File: config.mk
export PLATFORM = sky130hd
export DESIGN_NAME = snake_game_ctrl_flat
export DESIGN_NICKNAME = d
export VERILOG_FILES = /design/src/rtl/snake_game_ctrl_if.sv /design/src/rtl/snake_game_ctrl.sv /design/src/flat_wrapper.sv
export SDC_FILE = /design/constraint.sdc
export NUM_CORES = 1
export LEC_CHECK = 0
export BUFFER_PORTS_ARGS = -buffer_cell sky130_fd_sc_hd__clkbuf_2
export CORE_ASPECT_RATIO = 1.75
export CORE_MARGIN = 3
export CORE_UTILIZATION = 27
export DETAILED_ROUTE_END_ITERATION = 8
export PLACE_DENSITY = 0.4
export SETUP_SLACK_MARGIN = 0.05
export SYNTH_ARGS = -nofsm -noshare
export SYNTH_HDL_FRONTEND = slang
export SYNTH_SLANG_ARGS = --single-unit
File: constraint.sdc
create_clock -name clk -period 8.72 [get_ports clk]
set_input_delay 1.744 -clock clk [delete_from_list [all_inputs] [get_ports clk]]
set_output_delay 1.744 -clock clk [all_outputs]
set_load 0.005 [all_outputs]
File: src/rtl/snake_game_ctrl_if.sv
// Signal bundle between the snake game-flow controller and its neighbours:
// keyboard decoder, random-coordinate generator and render/collision datapath.
//
// Apple relocation handshake: apple_req plays the role of "ready" and rand_valid
// the role of "valid". A candidate moves only in a cycle where both are high and
// the candidate is in range. The generator may hold or change rand_x/rand_y
// freely while apple_req is low. Rejected candidates leave apple_req high.
interface snake_game_ctrl_if;
  logic        key_valid;
  logic [2:0]  key_code;
  logic        hit_wall;
  logic        hit_apple;
  logic        rand_valid;
  logic [10:0] rand_x;
  logic [10:0] rand_y;
  logic        apple_req;
  logic [10:0] apple_x;
  logic [10:0] apple_y;
  logic [2:0]  direction;
  logic        step;
  logic        clear;
  logic [1:0]  game_state;
  logic [6:0]  points;

  // Environment side: decoder, random generator, datapath
  modport master (
    output key_valid, key_code, hit_wall, hit_apple, rand_valid, rand_x, rand_y,
    input  apple_req, apple_x, apple_y, direction, step, clear, game_state, points
  );

  // Controller side
  modport slave (
    input  key_valid, key_code, hit_wall, hit_apple, rand_valid, rand_x, rand_y,
    output apple_req, apple_x, apple_y, direction, step, clear, game_state, points
  );
endinterface

File: src/rtl/snake_game_ctrl.sv
// Game-flow controller for the VGA snake game: sequences IDLE/PLAY/DEAD/WIN,
// generates the movement tick, filters reversals, scores apples, speeds up
// with score and relocates the apple through the random generator.
// game_state doubles as the debug view of the FSM.
module snake_game_ctrl #(
  parameter int TICK_CYCLES     = 5000000,
  parameter int SPEEDUP_STEP    = 250000,
  parameter int MIN_TICK        = 1000000,
  parameter int WIN_POINTS      = 30,
  parameter int DEAD_HOLD_TICKS = 10
) (
  input logic               clk,
  input logic               rst,
  snake_game_ctrl_if.slave  bus
);

  typedef enum logic [1:0] {
    S_IDLE = 2'b00,
    S_PLAY = 2'b01,
    S_DEAD = 2'b10,
    S_WIN  = 2'b11
  } state_t;

  localparam int CW = $clog2(TICK_CYCLES + 1);
  localparam int DW = $clog2(DEAD_HOLD_TICKS + 1);

  localparam logic [CW-1:0] TICK_P   = CW'(TICK_CYCLES);
  localparam logic [CW-1:0] STEP_P   = CW'(SPEEDUP_STEP);
  localparam logic [CW-1:0] MIN_P    = CW'(MIN_TICK);
  localparam logic [CW-1:0] ONE_P    = CW'(1);
  localparam logic [DW-1:0] HOLD_END = DW'(DEAD_HOLD_TICKS - 1);
  localparam logic [DW-1:0] ONE_D    = DW'(1);
  localparam logic [6:0]    WIN_P    = 7'(WIN_POINTS);

  localparam logic [2:0]  DIR_HOLD  = 3'b100;
  localparam logic [2:0]  KEY_SPACE = 3'b100;
  localparam logic [10:0] APPLE_HOME = 11'd40;

  state_t        state;
  logic [2:0]    direction;
  logic [2:0]    pending;
  logic          step_q;
  logic          clear_q;
  logic          apple_req_q;
  logic [10:0]   apple_x_q;
  logic [10:0]   apple_y_q;
  logic [6:0]    points_q;
  logic [CW-1:0] period;         // period requested by the score
  logic [CW-1:0] active_period;  // period the running count uses; reloaded on wrap
  logic [CW-1:0] tick_cnt;
  logic [CW-1:0] dead_tick;
  logic [DW-1:0] dead_cnt;
  logic          hit_apple_q;

  logic          key_move;
  logic          key_space;
  logic          key_reversal;
  logic          score;
  logic [6:0]    points_inc;
  logic          win_hit;
  logic          speedup;
  logic [CW-1:0] period_faster;
  logic          rand_ok;
  logic          tick_wrap;
  logic          dead_wrap;
  logic          dead_done;

  // Decoded inputs and next-value helpers
  assign key_move     = bus.key_valid && !bus.key_code[2];
  assign key_space    = bus.key_valid && (bus.key_code == KEY_SPACE);
  // Move codes pair up as w/s and a/d by flipping bit 1
  assign key_reversal = (bus.key_code == (direction ^ 3'b010));
  assign score        = bus.hit_apple && !hit_apple_q && !apple_req_q;
  assign points_inc   = points_q + 7'd1;
  assign win_hit      = (points_inc == WIN_P);
  assign speedup      = ((points_inc % 7'd5) == 7'd0);
  // period never drops below MIN_P, so the subtraction cannot underflow
  assign period_faster = ((period - MIN_P) >= STEP_P) ? (period - STEP_P) : MIN_P;
  assign rand_ok = (bus.rand_x >= 11'd40) && (bus.rand_x <= 11'd760) &&
                   ((bus.rand_x % 11'd20) == 11'd0) &&
                   (bus.rand_y >= 11'd40) && (bus.rand_y <= 11'd560) &&
                   ((bus.rand_y % 11'd20) == 11'd0);
  assign tick_wrap = (tick_cnt == (active_period - ONE_P));
  assign dead_wrap = (dead_tick == (TICK_P - ONE_P));
  assign dead_done = dead_wrap && (dead_cnt == HOLD_END);

  // Game FSM with all outputs registered
  always_ff @(posedge clk) begin
    if (rst) begin
      state         <= S_IDLE;
      direction     <= DIR_HOLD;
      pending       <= 3'b000;
      step_q        <= 1'b0;
      clear_q       <= 1'b0;
      apple_req_q   <= 1'b0;
      apple_x_q     <= APPLE_HOME;
      apple_y_q     <= APPLE_HOME;
      points_q      <= 7'd0;
      period        <= TICK_P;
      active_period <= TICK_P;
      tick_cnt      <= '0;
      dead_tick     <= '0;
      dead_cnt      <= '0;
      hit_apple_q   <= 1'b0;
    end else begin
      hit_apple_q <= bus.hit_apple;
      step_q      <= 1'b0;
      clear_q     <= 1'b0;
      case (state)
        S_IDLE: begin
          direction <= DIR_HOLD;
          tick_cnt  <= '0;
          if (key_move) begin
            state         <= S_PLAY;
            direction     <= bus.key_code;
            pending       <= bus.key_code;
            clear_q       <= 1'b1;
            active_period <= period;
          end
        end
        S_PLAY: begin
          if (bus.hit_wall) begin
            state       <= S_DEAD;
            direction   <= DIR_HOLD;
            apple_req_q <= 1'b0;
            tick_cnt    <= '0;
            dead_tick   <= '0;
            dead_cnt    <= '0;
          end else if (key_space) begin
            state       <= S_IDLE;
            direction   <= DIR_HOLD;
            clear_q     <= 1'b1;
            points_q    <= 7'd0;
            period      <= TICK_P;
            apple_req_q <= 1'b0;
            tick_cnt    <= '0;
          end else if (score && win_hit) begin
            // Winning apple freezes the snake; no step on the way out
            state       <= S_WIN;
            points_q    <= points_inc;
            apple_req_q <= 1'b0;
            tick_cnt    <= '0;
          end else begin
            if (tick_wrap) begin
              tick_cnt      <= '0;
              step_q        <= 1'b1;
              direction     <= pending;
              active_period <= period;
            end else begin
              tick_cnt <= tick_cnt + ONE_P;
            end
            if (key_move && !key_reversal) begin
              pending <= bus.key_code;
            end
            if (apple_req_q && bus.rand_valid && rand_ok) begin
              apple_x_q   <= bus.rand_x;
              apple_y_q   <= bus.rand_y;
              apple_req_q <= 1'b0;
            end
            if (score) begin
              points_q    <= points_inc;
              apple_req_q <= 1'b1;
              if (speedup) begin
                period <= period_faster;
              end
            end
          end
        end
        S_DEAD: begin
          direction <= DIR_HOLD;
          // Speed is kept across a death; only a deliberate restart resets it
          if (key_space || dead_done) begin
            state    <= S_IDLE;
            clear_q  <= 1'b1;
            points_q <= 7'd0;
          end else if (dead_wrap) begin
            dead_tick <= '0;
            dead_cnt  <= dead_cnt + ONE_D;
          end else begin
            dead_tick <= dead_tick + ONE_P;
          end
        end
        S_WIN: begin
          if (key_space) begin
            state     <= S_IDLE;
            direction <= DIR_HOLD;
            clear_q   <= 1'b1;
            points_q  <= 7'd0;
            period    <= TICK_P;
          end
        end
        default: state <= S_IDLE;
      endcase
    end
  end

  assign bus.game_state = state;
  assign bus.direction  = direction;
  assign bus.step       = step_q;
  assign bus.clear      = clear_q;
  assign bus.apple_req  = apple_req_q;
  assign bus.apple_x    = apple_x_q;
  assign bus.apple_y    = apple_y_q;
  assign bus.points     = points_q;

endmodule

File: src/flat_wrapper.sv
// flat-port wrapper written by rule: the top's interface ports become plain ports
module snake_game_ctrl_flat 
#(
  parameter int TICK_CYCLES     = 5000000,
  parameter int SPEEDUP_STEP    = 250000,
  parameter int MIN_TICK        = 1000000,
  parameter int WIN_POINTS      = 30,
  parameter int DEAD_HOLD_TICKS = 10
)
  (clk, rst, bus_key_valid, bus_key_code, bus_hit_wall, bus_hit_apple, bus_rand_valid, bus_rand_x, bus_rand_y, bus_apple_req, bus_apple_x, bus_apple_y, bus_direction, bus_step, bus_clear, bus_game_state, bus_points);
  snake_game_ctrl_if bus_i ();
  input logic clk;
  input logic rst;
  input wire logic [$bits(bus_i.key_valid)-1:0] bus_key_valid;
  input wire logic [$bits(bus_i.key_code)-1:0] bus_key_code;
  input wire logic [$bits(bus_i.hit_wall)-1:0] bus_hit_wall;
  input wire logic [$bits(bus_i.hit_apple)-1:0] bus_hit_apple;
  input wire logic [$bits(bus_i.rand_valid)-1:0] bus_rand_valid;
  input wire logic [$bits(bus_i.rand_x)-1:0] bus_rand_x;
  input wire logic [$bits(bus_i.rand_y)-1:0] bus_rand_y;
  output wire logic [$bits(bus_i.apple_req)-1:0] bus_apple_req;
  output wire logic [$bits(bus_i.apple_x)-1:0] bus_apple_x;
  output wire logic [$bits(bus_i.apple_y)-1:0] bus_apple_y;
  output wire logic [$bits(bus_i.direction)-1:0] bus_direction;
  output wire logic [$bits(bus_i.step)-1:0] bus_step;
  output wire logic [$bits(bus_i.clear)-1:0] bus_clear;
  output wire logic [$bits(bus_i.game_state)-1:0] bus_game_state;
  output wire logic [$bits(bus_i.points)-1:0] bus_points;
  assign bus_i.key_valid = bus_key_valid;
  assign bus_i.key_code = bus_key_code;
  assign bus_i.hit_wall = bus_hit_wall;
  assign bus_i.hit_apple = bus_hit_apple;
  assign bus_i.rand_valid = bus_rand_valid;
  assign bus_i.rand_x = bus_rand_x;
  assign bus_i.rand_y = bus_rand_y;
  assign bus_apple_req = bus_i.apple_req;
  assign bus_apple_x = bus_i.apple_x;
  assign bus_apple_y = bus_i.apple_y;
  assign bus_direction = bus_i.direction;
  assign bus_step = bus_i.step;
  assign bus_clear = bus_i.clear;
  assign bus_game_state = bus_i.game_state;
  assign bus_points = bus_i.points;
  snake_game_ctrl #(.TICK_CYCLES(TICK_CYCLES), .SPEEDUP_STEP(SPEEDUP_STEP), .MIN_TICK(MIN_TICK), .WIN_POINTS(WIN_POINTS), .DEAD_HOLD_TICKS(DEAD_HOLD_TICKS)) u_core (.clk(clk), .rst(rst), .bus(bus_i));
endmodule
== After elaboration in Yosys (flattened, before gate mapping) ==
Cells that the tools add are included.

* Register bits after elaboration: 137
* Input port bits: 31
* Output and inout bits: 37

* $lt $le $gt $ge: 5
* Equal/unequal tests: 27
* $add $sub $neg: 7
* Bitwise logic cells: 5
* Mux-type cells: 65
* Reduce and logical (&&, ||, !) cells: 39
* Divide/modulo/power cells: 3

{| class="wikitable"
|+ Operator list
! operator !! number
|-
| $mux W23 || 19
|-
| $pmux W23 S2 || 4
|-
| $add A23 B1 Y23 const B || 2
|-
| $mux W7 || 6
|-
| $mux W3 || 11
|-
| $eq A23 B23 Y1 || 1
|-
| $eq A23 B23 Y1 const B || 1
|-
| $ge A23 B18 Y1 const B || 1
|-
| $sub A23 B1 Y23 const B || 1
|-
| $sub A23 B18 Y23 const B || 1
|-
| $sub A23 B20 Y23 const B || 1
|-
| $ge A11 B6 Y1 const B || 2
|-
| $le A11 B10 Y1 const B || 2
|-
| $logic_not A11 Y1 || 2
|-
| $mod A11 B5 Y11 const B || 2
|-
| $pmux W7 S3 || 1
|-
| $reduce_and A6 Y1 || 3
|-
| $logic_and A1 B1 Y1 || 14
|-
| $mux W2 || 6
|-
| $mux W4 || 3
|-
| $ne A2 B1 Y1 const B || 6
|-
| $pmux W3 S4 || 1
|-
| $mux W1 || 10
|-
| $ne A2 B2 Y1 const B || 5
|-
| other kinds (31) || 46
|}

== Depth between registers and ports, before layout ==
Gate-level depths: netlist (run 1).

* Depth in word-level cells: 12
* Depth in mapped cells: 21
* Depth with buffers taken out: 18

== Least setup slack after synthesis (run 1) ==
Ideal clock, no wire load.

* Kind: input to register
* Start point: input bus_rand_x[9]
* End point: register u_core.apple_x_q[8] (netlist: u_core.bus.apple_x[8])
* Data arrival time: 4.395 ns
* Setup slack: 4.252 ns
* Stages: 13
* Setup time: 0.074 ns
* Path buffers: 3
* Cell sequence: clkbuf_1 > nand2b_1 > a221o_1 > a22o_1 > clkbuf_1 > or3_1 > o21ai_0 > a221o_1 > xor2_1 > nor2_1 > nand4_1 > buf_1 > mux2i_1

* Cells in the longest elaborated chain, start to end: 8
* Elaborated cells between the ends (all ways): 11
* Those cells by class: div (1); order compare (2); reduce/logical (8)

{| class="wikitable"
|+ Ends and longest elaborated chain
! item !! line !! text
|-
| start: declaration || flat_wrapper.sv:19 || <nowiki>input wire logic [$bits(bus_i.rand_x)-1:0] bus_rand_x;</nowiki>
|-
| $mod A11 B5 Y11 (tied with other cells) || snake_game_ctrl.sv:80 || <nowiki>((bus.rand_x % 11'd20) == 11'd0) &&</nowiki>
|-
| $logic_not A11 Y1 / $logic_and A1 B1 Y1 (equally long branches) || snake_game_ctrl.sv:80, snake_game_ctrl.sv:79 ||
|-
| $logic_and A1 B1 Y1 * || snake_game_ctrl.sv:79 || <nowiki>assign rand_ok = (bus.rand_x >= 11'd40) && (bus.rand_x <= 11'd760) &&</nowiki>
|-
| $logic_and A1 B1 Y1 * || snake_game_ctrl.sv:80 ||
|-
| $logic_and A1 B1 Y1 * (2 in series) || snake_game_ctrl.sv:81 || <nowiki>(bus.rand_y >= 11'd40) && (bus.rand_y <= 11'd560) &&</nowiki>
|-
| $logic_and A1 B1 Y1 * || snake_game_ctrl.sv:155 || <nowiki>if (apple_req_q && bus.rand_valid && rand_ok) begin</nowiki>
|-
| $reduce_and A5 Y1 (no source line) * || -- ||
|-
| end signal: assignment || snake_game_ctrl.sv:156 || <nowiki>apple_x_q <= bus.rand_x;</nowiki>
|-
| end: declaration || snake_game_ctrl.sv:45 || <nowiki>logic [10:0] apple_x_q;</nowiki>
|}

Every way passes the cells marked *; elsewhere a longest branch is shown, timed or not.
A chain may end at the register's enable or synchronous reset.

== Final worst setup path (run 1) ==
* Start point: register u_core.points_q[0] (netlist: u_core.bus.points[0])
* End point: register u_core.period[6]

* Cells in the longest elaborated chain, start to end: 5
* Elaborated cells between the ends (all ways): 8
* Those cells by class: add/sub (1); div (1); eq/ne (3); reduce/logical (3)

{| class="wikitable"
|+ Ends and longest elaborated chain
! item !! line !! text
|-
| start: declaration || snake_game_ctrl.sv:47 || <nowiki>logic [6:0] points_q;</nowiki>
|-
| start signal: assignment || snake_game_ctrl.sv:140 || <nowiki>points_q <= points_inc;</nowiki>
|-
| start signal: assignment || snake_game_ctrl.sv:161 || <nowiki>points_q <= points_inc;</nowiki>
|-
| $add A7 B1 Y7 * || snake_game_ctrl.sv:74 || <nowiki>assign points_inc = points_q + 7'd1;</nowiki>
|-
| $mod A7 B3 Y7 / $eq A7 B5 Y1 (equally long branches) || snake_game_ctrl.sv:76, snake_game_ctrl.sv:75 ||
|-
| $logic_not A7 Y1 / $logic_and A1 B1 Y1 (equally long branches) || snake_game_ctrl.sv:76, snake_game_ctrl.sv:137 ||
|-
| $ne A3 B1 Y1 (no source line) / $ne A3 B2 Y1 (equally long branches) || -- ||
|-
| $reduce_and A6 Y1 (no source line) * || -- ||
|-
| end signal: assignment || snake_game_ctrl.sv:164 || <nowiki>period <= period_faster;</nowiki>
|-
| end: declaration || snake_game_ctrl.sv:48 || <nowiki>logic [CW-1:0] period;</nowiki>
|}

Marks and branches as above.

==> summary.md, run 1 <==
| Metric | Value |
|---|---|
| Netlist cell types | 84 |
| Final setup fails | 0 |
| Storage element area | approximately 0.0026 mm2 |
| Sink Count | 129 |
| Worst slew pin tran | 1.231 ns |
| Crit path max fanout | 14 |
| Most frequent cells in the layout | dfxtp_1 (129), nor2_1 (128), nand2_1 (123) |
| Via density | 5.251 |
| H-tree lvl count | 4 |
| Filler instances | around 3500 |
| Post-Syn Area per Cell | approximately 7.5 um2 |
| DRC | 0 |
| Crit path launch type | flop |
| Hold slack | between 0.4 and 0.5 ns |
| Worst path required time | approximately 9 ns |
| Largest net degree at the start of global routing | around 50 |
| Initial DRT Pass Iterations | 4 |
| Final nets | 1224 |
| HP Class | reg2reg |
| Fin crit share | 0.5923 |
| Port Buf Inserts | 67 |
| Status | finished clean |
| Worst-skew pair later-pin latency | 0.45 ns |
| Area contributors post-synth | dfxtp_1 (30%), nor2_1 (5.5%), nand2_1 (5.3%) |
| Syn-to-layout area delta | 13.94% |
| Worst slack at placement | 3.525 ns |
| Fin crit period | 5.165 ns |
| Setup ws final | 3.555 ns |
| Final Cell Area | 0.009932 mm2 |
| Post-synth EDFFs | 0 |
| Ys Warns | 0 |
| Clock skew | 0.006196 ns |
| CTS tree | yes |
| Dpl cell area | approximately 0.0093 mm2 |
| Vias in the first global route | between 8000 and 9000 |
| Mapped Area | 0.008717 mm2 |
| Comb pwr share | 0.090 |
| Pwr Total | 1.537 mW |
| Gr usage total | 0.1646 |
| Power per cell area | 154.8 mW/mm2 |
| Starting Density | 0.2755 |
| P_sw | 0.3981 mW |
| Top-area cell type share of the netlist area | 0.2963 |
| Clock Power Share | 0.518 |
| Top FF cell, synth | dfxtp_1 |
| First-pass GRT wire length | 45180 um |
| Internal power | 1.139 mW |
| CP endpoint kind | flop |
| Grt total ovfl | 0 |
| Slew HR | 0.1583 |
| Fin. max-slew vios | 0 |
| Max Root-Sink Buffers | 2 |
| Most common cell after layout, fill and taps aside | dfxtp_1 |
| CTS Buf Count | 17 |
| VDD IR max | 0.1534 mV |
| Die Y | 243.7 um |
| Pleak | ~3.8 nW |
| Rows | 86 |
| Routability cong. | 0.8486 |
| Diodes inserted | 0 |
| RSZ-0062 raised after global routing | no |
| Seq/Total Area, Yosys | 0.2963 |
| Post-DP HPWL | 20990 um |
| DRT iter0 DRCs | 463 |
| Final hold viol count | 0 |
| Switching Share | 0.2590 |
| Clk Tree Root Cell | clkbuf_16 |
| Wire length per cell | between 15 and 20 um |
| Syn nets | 1206 |
| Post-cts hold buffer count | 0 |
| Reg clk slew, reported paths | 0.06 ns |
| Number of max-cap violations | 0 |
| Postcts setup bufs | 0 |
| Setup TNS | 0 ns |
| Die Area | 0.03456 mm2 |
| Total number of vias | 8313 |
| Synthesized flop and latch total | 129 |
| Routed WL | 27930 um |
| Multi-input logic area | 0.005687 mm2 |
| I/O pins | 68 |
| Chip Width | 141.8 um |
| Number of gates resized after CTS | 0 |
| Share of layout cells above drive strength 1 | 0.1078 |
| Seq pwr share | 0.392 |
| Post-synth top area cell | dfxtp_1 |
| Initial antenna violation count | 0 |
| Post-Synthesis Cells | roughly 1200 |
| Fmax | 193.6 MHz |
| Worst EP arrival | approximately 5.5 ns |
| Ys async rst share | 0 |
| CP Class | reg2reg |
| Core footprint | roughly 0.032 mm2 |
| Routed Antenna Nets | 0 |
## metrics by stage
stage          cells  utilization
6_report        1583       0.3140
4_1_cts         1583       0.3140
3_5_place_dp    1551       0.2938
3_3_place_gp    1551       0.2938
2_1_floorplan   1156            -
5_1_grt         1583       0.3140
## final timing paths
check	startpoint	to	slack (ns)	cells past startpoint
worst max-delay path	u_core.bus.points[0]	u_core.period[6]	3.56	18
worst min-delay path	u_core.bus.apple_x[7]	u_core.bus.apple_x[7]	0.45	2
worst max register to register	u_core.bus.points[0]	u_core.period[6]	3.56	18
worst min register to register	u_core.bus.apple_x[7]	u_core.bus.apple_x[7]	0.45	2
## synth_stat cells, drive strengths merged (17+ instances only)
cell,instances
a21oi,54
a31oi,17
nand2,123
xnor2,49
nand2b,19
and3,27
nand3,51
o21ai,81
ha,19
clkbuf,63
inv,34
nand4,18
nor3,43
mux2i,41
nor2,129
xor2,21
dfxtp,129
## logic make-up after synthesis
group	after synthesis	share of synthesized area
flip-flops	129	0.2963
AO/OA/AOI/OAI	279	0.2132
multiplexers	45	0.05225
adder cells (fa/ha/maj)	19	0.02727
AND/OR/NAND/NOR	502	0.2889
buffers and inverters	112	0.05182
XOR/XNOR	70	0.07033
## registers in the layout, indices dropped and copies added, names as in the netlist
signal	flops
u_core.active_period	19
u_core.bus.apple_req	1
u_core.bus.apple_x	11
u_core.bus.apple_y	11
u_core.bus.clear	1
u_core.bus.direction	3
u_core.bus.game_state	2
u_core.bus.points	7
u_core.bus.step	1
u_core.dead_cnt	4
u_core.dead_tick	23
u_core.hit_apple_q	1
u_core.pending	3
u_core.period	19
u_core.tick_cnt	23
## cell type report
class	count	area share
clock inverter	12	0.01814
sequential	129	0.2600
inverter	36	0.01361
clock buffer	20	0.04598
timing repair buffer	75	0.03981
tap	396	0.04989
multi-input combinational	915	0.5726
## routing by layer
| layer | up-vias | global-route usage | share of wire |
|---|---|---|---|
| met4 | 0 | 0.08079 | 0.034 |
| met5 | - | 0 | 0 |
| met1 | 3924 | 0.1734 | 0.39 |
| li1 | 4198 | - | - |
| met3 | 44 | 0.02180 | 0.025 |
| met2 | 147 | 0.3133 | 0.55 |
## worst max-delay path: stages, from the launching register on
cell	delay (ns)
dfxtp_1	0.61
ha_1	0.46
and3_1	0.50
xnor2_1	0.21
mux2_2	0.36
o211a_1	0.20
o2111a_1	0.26
nor2_1	0.18
xnor2_1	0.15
ha_1	0.26
nand2_1	0.09
nor2_1	0.04
nand2_1	0.06
nor3_1	0.04
a211oi_1	0.19
mux2i_1	0.14
a31oi_1	0.91
o21ai_0	0.24
o31a_1	0.16
## power groups by stage
stage	clock, mW	sequential (mW)	combinational [mW]
after global routing	0.841	0.604	0.156
after detailed placement	0	0.616	0.141
final	0.796	0.603	0.138
after floorplan	0	0.610	0.103
after global placement	0	0.616	0.141
after CTS	0.823	0.603	0.141
Power figures use the tool's default switching activity.
==> inputs of run 2 (changes only) <==
==> constraint.sdc (replaced) <==
create_clock -name clk -period 4.8 [get_ports clk]
set_input_delay 0.96 -clock clk [delete_from_list [all_inputs] [get_ports clk]]
set_output_delay 0.96 -clock clk [all_outputs]
set_load 0.005 [all_outputs]
==> run 2 against run 1 <==
Against the previous run:
- routed wire length about the same
- power increased by 85%
- sequential power increased by 81%
- sequential share of layout area fell by 0.50 points
- first-iteration DRC count fell by 0.22%
- combinational power increased by 89%
- die area unchanged
- register-to-register slack worse by 3.1 ns
- clock skew is 0.0041 ns higher
- worst hold slack gained 0.0094 ns
- largest power group unchanged
==> summary.md, run 2 (synthesis results as in run 1) <==
| Metric | Value |
|---|---|
| R2r setup slk | 0.49 ns (-3.07 ns) |
| Filler instances | 3468 (-0.52%) |
| Final nets | 1245 (+1.7%) |
| Die Area | 0.03456 mm2 (unchanged) |
| VDD IR max | 0.2736 mV (+78%) |
| RSZ-0062 raised after global routing | no |
| Crit path launch type | flop |
| Clk Tree Root Cell | clkbuf_16 |
| Pleak | 3.910 nW (+3.3%) |
| Hold Startpoint | u_core.bus.apple_x[9] |
| CTS tree | yes |
| CP Class | reg2reg |
| Internal power | 2.127 mW (+87%) |
| Worst path required time | 5.16 ns (-3.90 ns) |
| Worst slew pin tran | 0.9137 ns (-0.3171 ns) |
| H-tree lvl count | 4 (unchanged) |
| Initial antenna violation count | 0 (unchanged) |
| Total number of vias | 8468 (+1.9%) |
| Die Y | 243.7 um (unchanged) |
| Routed Antenna Nets | 0 (unchanged) |
| Number of max-cap violations | 0 (unchanged) |
| Hold path endpoint | u_core.bus.apple_x[9] |
| Fmax | 231.9 MHz (+20%) |
| Fin crit share | 0.8984 (+0.3061) |
| Routability cong. | 0.8155 (-3.9%) |
| Pwr Total | 2.845 mW (+85%) |
| Status | finished clean |
| Cells after DPL | 1572 (+1.4%) |
| HP Class | reg2reg |
| Diodes inserted | 0 (unchanged) |
| Fin cells | 1604 (+1.3%) |
| First-pass GRT wire length | 45480 um (+0.66%) |
| Routed WL | 27940 um (about the same) |
| Share of layout cells above drive strength 1 | 0.1283 (+0.02048) |
| Core footprint | 0.03164 mm2 (unchanged) |
| Storage element area | 0.002584 mm2 (about the same) |
| Worst hold path depth | 2 (unchanged) |
| Crit path max fanout | 8 (-6) |
| Port Buf Inserts | 67 (unchanged) |
| Max Root-Sink Buffers | 2 (unchanged) |
| Starting Density | 0.2755 (unchanged) |
| Seq pwr share | 0.384 (-0.008) |
| Sink Count | 129 (unchanged) |
| Fin. max-slew vios | 0 (unchanged) |
| Reg clk slew, reported paths | 0.06 ns (about the same) |
| Largest net degree at the start of global routing | 50 (-2.0%) |
| Worst R2R Start | u_core.bus.points[1] |
| Chip Width | 141.8 um (unchanged) |
| Clock skew | 0.01032 ns (+0.004122 ns) |
| Slew HR | 0.3751 (+0.2169) |
| Setup TNS | 0 ns (unchanged) |
| Switching Share | 0.2524 (-0.006615) |
| DRC | 0 (unchanged) |
| Fin crit period | 4.312 ns (-0.8525 ns) |
| Via density | 5.279 (+0.53%) |
| CTS Buf Count | 17 (unchanged) |
| Post-DP HPWL | 21020 um (+0.14%) |
| Comb pwr share | 0.092 (+0.002) |
| Final setup fails | 0 (unchanged) |
| Gr usage total | 0.1651 (+0.0004240) |
| Initial DRT Pass Iterations | 5 (+1) |
| Multi-input logic area | 0.005707 mm2 (+0.35%) |
| Reg2reg end | u_core.period[5] |
| Rows | 86 (unchanged) |
| Grt total ovfl | 0 (unchanged) |
| Vias in the first global route | 8367 (-0.036%) |
| Worst reg-to-reg path cell count | 19 (+1) |
| Biggest regs | u_core.dead_tick (23), u_core.tick_cnt (23) |
| Wire length per cell | 17.42 um (-1.3%) |
| Syn-to-layout area delta | 16.23% |
| Power per cell area | 280.8 mW/mm2 (+81%) |
| Most common cell after layout, fill and taps aside | dfxtp_1 |
| Clock Power Share | 0.524 (+0.006) |
| I/O pins | 68 (unchanged) |
| P_sw | 0.7182 mW (+80%) |
| CP endpoint kind | flop |
| Worst EP arrival | 4.68 ns (-0.82 ns) |
| Final hold viol count | 0 (unchanged) |
| DRT iter0 DRCs | 462 (-0.22%) |
| Worst-skew pair later-pin latency | 0.45 ns (about the same) |
| Most frequent cells in the layout | dfxtp_1 (128), nor2_1 (127), nand2_1 (123) |
run 2: cell type report:
| type | instances | area share |
|---|---|---|
| Clock buffer | 24 | 0.05051 |
| Timing Repair Buffer | 96 | 0.05458 |
| Clock inverter | 8 | 0.01445 |
| Tap cell | 396 | 0.04890 |
| Multi-Input combinational cell | 915 | 0.5632 |
| Sequential cell | 129 | 0.2550 |
| Inverter | 36 | 0.01334 |
run 2: power by group through the flow:
stage / logic, mW / clock network [mW] / registers [mW]
floorplan: 0.187 / 0 / 1.11
global placement: 0.263 / 0 / 1.12
detailed placement: 0.264 / 0 / 1.12
CTS: 0.265 / 1.54 / 1.09
global route: 0.293 / 1.57 / 1.09
finish: 0.261 / 1.49 / 1.09
run 2: critical path, stage by stage, from the launching register on:
cell,delay [ns]
dfxtp_1,0.46
ha_1,0.26
and3_1,0.33
xnor2_1,0.18
mux2_2,0.36
o211a_1,0.20
o2111a_1,0.25
nor2_1,0.20
xnor2_1,0.10
ha_1,0.30
nand2_1,0.07
nor2_1,0.10
nand2_1,0.07
nor3_1,0.13
a211oi_1,0.08
mux2i_1,0.23
nand3_2,0.22
buf_4,0.23
a2111o_1,0.40
o31ai_1,0.06
run 2: per-stage QoR:
step                  util  area [um2]  hold WS [ns]  setup WS, ns
floorplan                -        8717        0.4434        0.7252
finish              0.3203       10130        0.4634        0.4876
global route        0.3203       10130        0.4801        0.1384
global placement    0.2988        9453        0.4472        0.3243
CTS                 0.3196       10110        0.4668        0.2795
detailed placement  0.2988        9453        0.4565        0.3078
run 2: metal layers:
metal	GRT usage	routed length (um)
met5	0	0
met4	0.06836	838
met3	0.03181	859
met2	0.3153	15440
met1	0.1721	10800
run 2: timing repair:
item / CTS / global route
setup buffers: 0 / 0
gates resized for setup: 0 / 6
hold buffers: 0 / 0
setup endpoints to repair: 0 / 16
run 2: worst max-delay path by stage:
stage / start / endpoint / slack (ns)
after floorplan: u_core.bus.points[0] / u_core.period[5] / 0.73
after global placement: u_core.bus.points[2] / u_core.period[6] / 0.32
after detailed placement: u_core.bus.points[2] / u_core.period[6] / 0.31
after CTS: u_core.bus.points[2] / u_core.period[6] / 0.28
after global routing: u_core.bus.points[1] / u_core.period[21] / 0.14
final: u_core.bus.points[1] / u_core.period[5] / 0.49
